===== src/rtl/reg_bank_p.sv =====
// reg_bank_p -- parameterised register bank with two registered read ports,
// one write port and a self-initialising fill sequence after reset.
//
// After clear is released the bank fills every entry i with i*INIT_STEP
// (truncated to DATA_W). It takes one entry per clock, so the fill lasts
// DEPTH clocks. busy is high while the fill runs. During the fill the
// read/write ports are ignored and the read outputs hold 0.
//
// Optional feature (macro REG_BANK_BYPASS_EN):
//   defined   - a read of the address being written on the same edge returns
//               writeData (write-to-read forwarding)
//   undefined - such a read returns the entry's value from before the write
//
// Ports:
//   clock      in   single clock, rising edge
//   clear      in   synchronous active-low reset
//   readRegA   in   ADDR_W  read port A address
//   readRegB   in   ADDR_W  read port B address
//   writeReg   in   ADDR_W  write address
//   readWrite  in   1       write enable
//   writeData  in   DATA_W  write data
//   dataReadA  out  DATA_W  registered read data, port A
//   dataReadB  out  DATA_W  registered read data, port B
//   busy       out  1       high while the fill sequence runs
//
// state   | meaning
// --------+-------------------------------------------------------------
// ST_INIT | fill entry init_ptr with init_ptr*INIT_STEP, ports ignored
// ST_RUN  | normal read/write access
module reg_bank_p #(
    parameter int DATA_W    = 32,
    parameter int ADDR_W    = 5,
    parameter int INIT_STEP = 2,
    parameter bit ZERO_REG  = 1'b1
) (
    input  logic              clock,
    input  logic              clear,
    input  logic [ADDR_W-1:0] readRegA,
    input  logic [ADDR_W-1:0] readRegB,
    input  logic [ADDR_W-1:0] writeReg,
    input  logic              readWrite,
    input  logic [DATA_W-1:0] writeData,
    output logic [DATA_W-1:0] dataReadA,
    output logic [DATA_W-1:0] dataReadB,
    output logic              busy
);

    localparam int DEPTH = 2 ** ADDR_W;

    typedef enum logic {
        ST_INIT = 1'b0,
        ST_RUN  = 1'b1
    } state_t;

    state_t            state_q, state_d;
    logic [ADDR_W-1:0] init_ptr_q, init_ptr_d;
    logic [DATA_W-1:0] rd_a_q, rd_a_d;
    logic [DATA_W-1:0] rd_b_q, rd_b_d;

    // Storage array: no reset, so it can map onto plain RAM.
    logic [DATA_W-1:0] mem_q [DEPTH];

    logic              wr_en;
    logic [ADDR_W-1:0] wr_addr;
    logic [DATA_W-1:0] wr_data;
    logic [DATA_W-1:0] init_val;
    logic              wr_is_zero;

    // Truncate the pointer before multiplying. Modular arithmetic keeps the
    // product equal to (i*INIT_STEP) mod 2**DATA_W.
    assign init_val   = DATA_W'(init_ptr_q) * DATA_W'(INIT_STEP);
    assign wr_is_zero = ZERO_REG && (writeReg == '0);

    always_comb begin
        state_d    = state_q;
        init_ptr_d = init_ptr_q;
        rd_a_d     = rd_a_q;
        rd_b_d     = rd_b_q;
        wr_en      = 1'b0;
        wr_addr    = init_ptr_q;
        wr_data    = init_val;

        case (state_q)
            ST_INIT: begin
                wr_en      = 1'b1;
                init_ptr_d = init_ptr_q + ADDR_W'(1);
                rd_a_d     = '0;
                rd_b_d     = '0;
                if (&init_ptr_q) begin
                    state_d = ST_RUN;
                end
            end
            ST_RUN: begin
                rd_a_d = (ZERO_REG && (readRegA == '0)) ? '0 : mem_q[readRegA];
                rd_b_d = (ZERO_REG && (readRegB == '0)) ? '0 : mem_q[readRegB];
`ifdef REG_BANK_BYPASS_EN
                // Forward the data being written on this edge. Entry 0 stays
                // zero when it is hardwired.
                if (readWrite && (readRegA == writeReg)) begin
                    rd_a_d = wr_is_zero ? '0 : writeData;
                end
                if (readWrite && (readRegB == writeReg)) begin
                    rd_b_d = wr_is_zero ? '0 : writeData;
                end
`endif
                if (readWrite && !wr_is_zero) begin
                    wr_en   = 1'b1;
                    wr_addr = writeReg;
                    wr_data = writeData;
                end
            end
            default: begin
                state_d = ST_INIT;
            end
        endcase

        // A reset edge must never touch the array, including any pending write.
        if (!clear) begin
            wr_en = 1'b0;
        end
    end

    always_ff @(posedge clock) begin
        if (!clear) begin
            state_q    <= ST_INIT;
            init_ptr_q <= '0;
            rd_a_q     <= '0;
            rd_b_q     <= '0;
        end else begin
            state_q    <= state_d;
            init_ptr_q <= init_ptr_d;
            rd_a_q     <= rd_a_d;
            rd_b_q     <= rd_b_d;
        end
    end

    always_ff @(posedge clock) begin
        if (wr_en) begin
            mem_q[wr_addr] <= wr_data;
        end
    end

    assign dataReadA = rd_a_q;
    assign dataReadB = rd_b_q;
    assign busy      = (state_q == ST_INIT);

endmodule


===== config.mk =====
export PLATFORM = sky130hd
export DESIGN_NAME = reg_bank_p
export DESIGN_NICKNAME = d
export VERILOG_FILES = /design/src/rtl/reg_bank_p.sv
export SDC_FILE = /design/constraint.sdc
export NUM_CORES = 1
export LEC_CHECK = 0
export BUFFER_PORTS_ARGS = -buffer_cell sky130_fd_sc_hd__buf_4
export CORE_ASPECT_RATIO = 0.7
export CORE_UTILIZATION = 35
export DETAILED_ROUTE_END_ITERATION = 10
export GPL_ROUTABILITY_DRIVEN = 0
export GPL_TIMING_DRIVEN = 0
export PLACE_DENSITY = 0.54
export SLEW_MARGIN = 20
export SYNTH_ARGS = -nofsm -noshare
export SYNTH_HDL_FRONTEND = slang
export SYNTH_SLANG_ARGS = --single-unit

===== constraint.sdc =====
create_clock -name clock -period 5.3 [get_ports clock]
set_clock_uncertainty 0.05 [all_clocks]
set_input_delay 0.265 -clock clock [delete_from_list [all_inputs] [get_ports clock]]
set_output_delay 0.265 -clock clock [all_outputs]
set_load 0.05 [all_outputs]

==> impl_summary.txt <==
----------------------------------------------------
[Setup path]
  Cell family contributing the most delay on the critical path ... buffers and inverters
  Arrival time at the worst endpoint ... approximately 4.0 ns
  Worst-path cell chain ... buf_2 > inv_1 > o41ai_1 > nand2_1 > clkbuf_1 > nor3_2 > buf_4 > buf_4 > buf_4
  Buffer and inverter count on the worst path ... 6
  Critical Path End Type ... flip-flop
  Worst Path Class, Setup ... flip-flop to flip-flop
  Critical path required time ... 5.68 ns
  Largest stage delay on the critical path ... between 0.6 and 0.7 ns
  Cell repeated most along the worst path ... sky130_fd_sc_hd__buf_4
  Startpoint type of the worst setup path ... flip-flop
  Critical Path Fanout Max ... 10
  Crit path max-delay cell type ... sky130_fd_sc_hd__o41ai_1

[Detailed routing]
  Wire length per cell ... between 30 and 40 µm
  Count of vias placed by the detailed router ... ~31000
  Detailed router's first-iteration violation count ... ~4800
  Number of vias per cell ... roughly 6.0
  Number of iterations in the first detailed-routing pass ... 5
  Antenna violation net count after detailed routing ... 0
  Wire length after detailed routing ... 186000 µm
  Remaining routing DRC violations ... 0

[Synth]
  Number of cells produced by synthesis ... ~2800
  Main combinational cell family by area after synthesis ... multiplexers
  Post-synthesis xor/xnor area fraction ... less than 1%
  Async set-reset flop share out of synthesis ... 0%
  Number of flip-flops and latches in the synthesized netlist ... 1094
  Net count after synthesis ... between 2000 and 3000
  Synthesized-area fraction occupied by and/or/nand/nor cells ... a little under 3%
  Count of distinct cell types in the synthesized netlist ... 54
  Synthesized area per cell ... about 18 µm²
  Post-synthesis share of cell area spent on full adders, half adders and majority gates ... 0.0500%
  Synthesized cell area ... 0.0501 mm²
  Main flop type after synthesis ... sky130_fd_sc_hd__edfxtp_1
  Synth warn ... 0
  Register area share after synthesis ... 64.2%
  Share of the synthesized area in compound gates (AO/OA/AOI/OAI) ... 5.65%
  Number of enable flip-flop cells after synthesis ... 1024
  Multiplexer share of the synthesized area ... 24.9%

[Global routing]
  Vias in the first global route ... approximately 30000
  Largest net degree at the start of global routing ... 33
  Leftover overflow at the end of global routing ... 0
  Aggregate global-route resource usage ... roughly a quarter
  Wire length of the first global-routing pass ... between 200000 and 300000 µm
  Initial antenna violation count ... 10

[Clock tree]
  Clock buffer count from CTS ... 111
  Library cell used as clock root buffer ... sky130_fd_sc_hd__clkbuf_16
  Worst-skew pair later-pin latency ... around 0.73 ns
  Clock input transition at the sequential cells of the worst setup and hold paths ... about 0.070 ns
  Clock tree buffer depth ... 3
  Number of clock sinks ... 1094
  H-tree depth ... 3
  Clock tree from TritonCTS ... done
  Resized Gates After CTS ... 0

[Die]
  Top-level I/O count ... 115
  Full die area ... approximately 0.14 mm²
  CORE AREA ... 0.141 mm²
  Die outline height ... 318 µm
  Initial core utilization ... a little over a third
  Overall die width ... around 450 µm
  Std-Cell Rows ... roughly 120

[Pwr]
  Total power divided by cell area ... 323 mW/mm²
  Overall power after layout ... between 15000 and 20000 µW
  Worst supply voltage drop on vdd ... between 200 and 250 µV
  Leakage power ... 0.0193 µW

[Finish]
  Commonest non-fill, non-tap cell in the layout ... sky130_fd_sc_hd__edfxtp_1
  Share of final-layout standard cells stronger than drive strength 1 ... between 30% and 40%
  Area growth from synthesis to layout ... 17.2%
  Commonest cells after routing, fill and taps aside ... 1024 x sky130_fd_sc_hd__edfxtp_1, 422 x sky130_fd_sc_hd__mux2i_1, 304 x sky130_fd_sc_hd__mux4_2, 253 x sky130_fd_sc_hd__buf_4, 149 x sky130_fd_sc_hd__a22oi_1
  Number of fill cells in the layout ... ~13000
  Final Util ... between 40% and 50%
  Area taken by multi-input logic gates ... around 0.017 mm²
  Reg area ... ~0.032 mm²
  Final net count ... roughly 3300

[Timing]
  Post-route worst hold slack ... 0.0571 ns
  Worst slew slack as a fraction of its limit ... 19.3%
  Unrepaired setup endpoints after global routing ... false
  Fin crit share ... ~69%
  Final Critical Period ... 3.65 ns
  Highest Clock Rate ... about 0.27 GHz
  Number of hold violations in the final report ... 0
  Worst-case setup margin in the final layout ... about 1.6 ns
  Max Slew Vio Count ... 0
  Least-Margin Pin Slew ... 1.21 ns
  Setup TNS ... 0 ns
  Setup violators final ... 0

[Placed design]
  Half-perimeter wire length after placement ... between 100000 and 150000 µm
  Dpl ws ... ~1.6 ns
  Port buffer count ... 107

[Flow run]
  Max_cap viols ... 0

[Status]
  Result of the run ... finished clean

[Hold path]
  Hold/Removal Path Class ... input port to flip-flop

----------------------------------------------------
[cell usage after synthesis, types with 24 or more instances]
library cell,count,area [µm²]
sky130_fd_sc_hd__mux2i_1,422,4220
sky130_fd_sc_hd__buf_2,80,400
sky130_fd_sc_hd__o21ai_0,30,150
sky130_fd_sc_hd__nor2b_1,39,244
sky130_fd_sc_hd__nor2_1,42,158
sky130_fd_sc_hd__nand3_1,73,365
sky130_fd_sc_hd__mux2_2,123,1390
sky130_fd_sc_hd__a221oi_1,27,236
sky130_fd_sc_hd__buf_4,34,255
sky130_fd_sc_hd__o21a_1,30,225
sky130_fd_sc_hd__mux4_2,304,6850
sky130_fd_sc_hd__o31ai_1,27,203
sky130_fd_sc_hd__o22ai_1,27,169
sky130_fd_sc_hd__and2_1,30,188
sky130_fd_sc_hd__clkbuf_1,103,387
sky130_fd_sc_hd__a22oi_1,149,1120
sky130_fd_sc_hd__o2111ai_1,24,210
sky130_fd_sc_hd__dfxtp_1,70,1400
sky130_fd_sc_hd__nand2_1,53,199
sky130_fd_sc_hd__a211oi_1,27,203
sky130_fd_sc_hd__nor3_1,26,130
sky130_fd_sc_hd__edfxtp_1,1024,30700
[final cells by class]
cell class,instances,share of cell area (%)
antenna,4,0.0171
buffer,227,1.88
clock buffer,139,5.30
clock inverter,67,1.13
inverter,5,0.0320
multi-input combinational,1521,29.1
sequential,1094,54.8
tap,1872,3.99
timing repair buffer,255,3.78
[metrics by stage]
| stage | instance area [µm²] | std cells |
|---|---|---|
| final | 58700 | 5184 |
| after global routing | 58700 | 5181 |
| after CTS | 58700 | 5178 |
| after detailed placement | 54900 | 4971 |
| after global placement | 53200 | 4826 |
| after floorplan | 50100 | 2847 |
[registers in the layout (all words and copies together) (netlist names)]
signal      cells
dataReadA      32
dataReadB      32
init_ptr_q      5
mem_q        1024
state_q         1
[worst reg2reg max path: cells and delay by family, from the launching register on]
kind / cells / cell delay [ns]
compound gates: 1 / 0.67
buf+inv: 6 / 1.47
simple gates: 2 / 0.84
flops: 1 / 0.30
[cell families (layout without fill, tap and decap cells)]
group	after synthesis	count (layout)
flops	1094	1094
mux	850	850
compound gates	378	378
simple gates	290	290
buf+inv	232	693
fa+ha+maj	2	2
xor+xnor	1	1
other cells	0	4
[worst paths after layout]
check	from	end	slack, ns	cells past startpoint
setup reg to reg	state_q$_SDFF_PN0_	mem_q[26][26]$_DFFE_PP_	1.65	9
hold reg to reg	init_ptr_q[0]$_SDFFE_PN0N_	init_ptr_q[0]$_SDFFE_PN0N_	0.55	2
hold / removal	readRegA[4]	dataReadA[2]$_SDFF_PP0_	0.06	4
setup / recovery	state_q$_SDFF_PN0_	mem_q[26][26]$_DFFE_PP_	1.65	9
[routing by layer]
layer | wire [µm] | track usage, % | vias up
li1 | - | - | 12600
met1 | 77200 | 36.3 | 16400
met2 | 78500 | 35.6 | 1889
met3 | 25100 | 10.2 | 297
met4 | 5410 | 6.79 | 2
met5 | 194 | 0 | -
[what timing repair did]
action | CTS | global route
hold buffers | 1 | 0
hold endpoints to repair | 2 | 0
buffers inserted | 0 | 0
endpoints found under the setup margin | 0 | 0
[where the power goes]
part / leakage (µW) / switching [µW] / internal [µW]
Sequential: 0.00943 / 21.5 / 9370
Clock: 0.00184 / 3530 / 4730
Combinational: 0.00800 / 859 / 468
Total: 0.0193 / 4410 / 14600
Note: power is estimated with default switching activity, not from simulation.
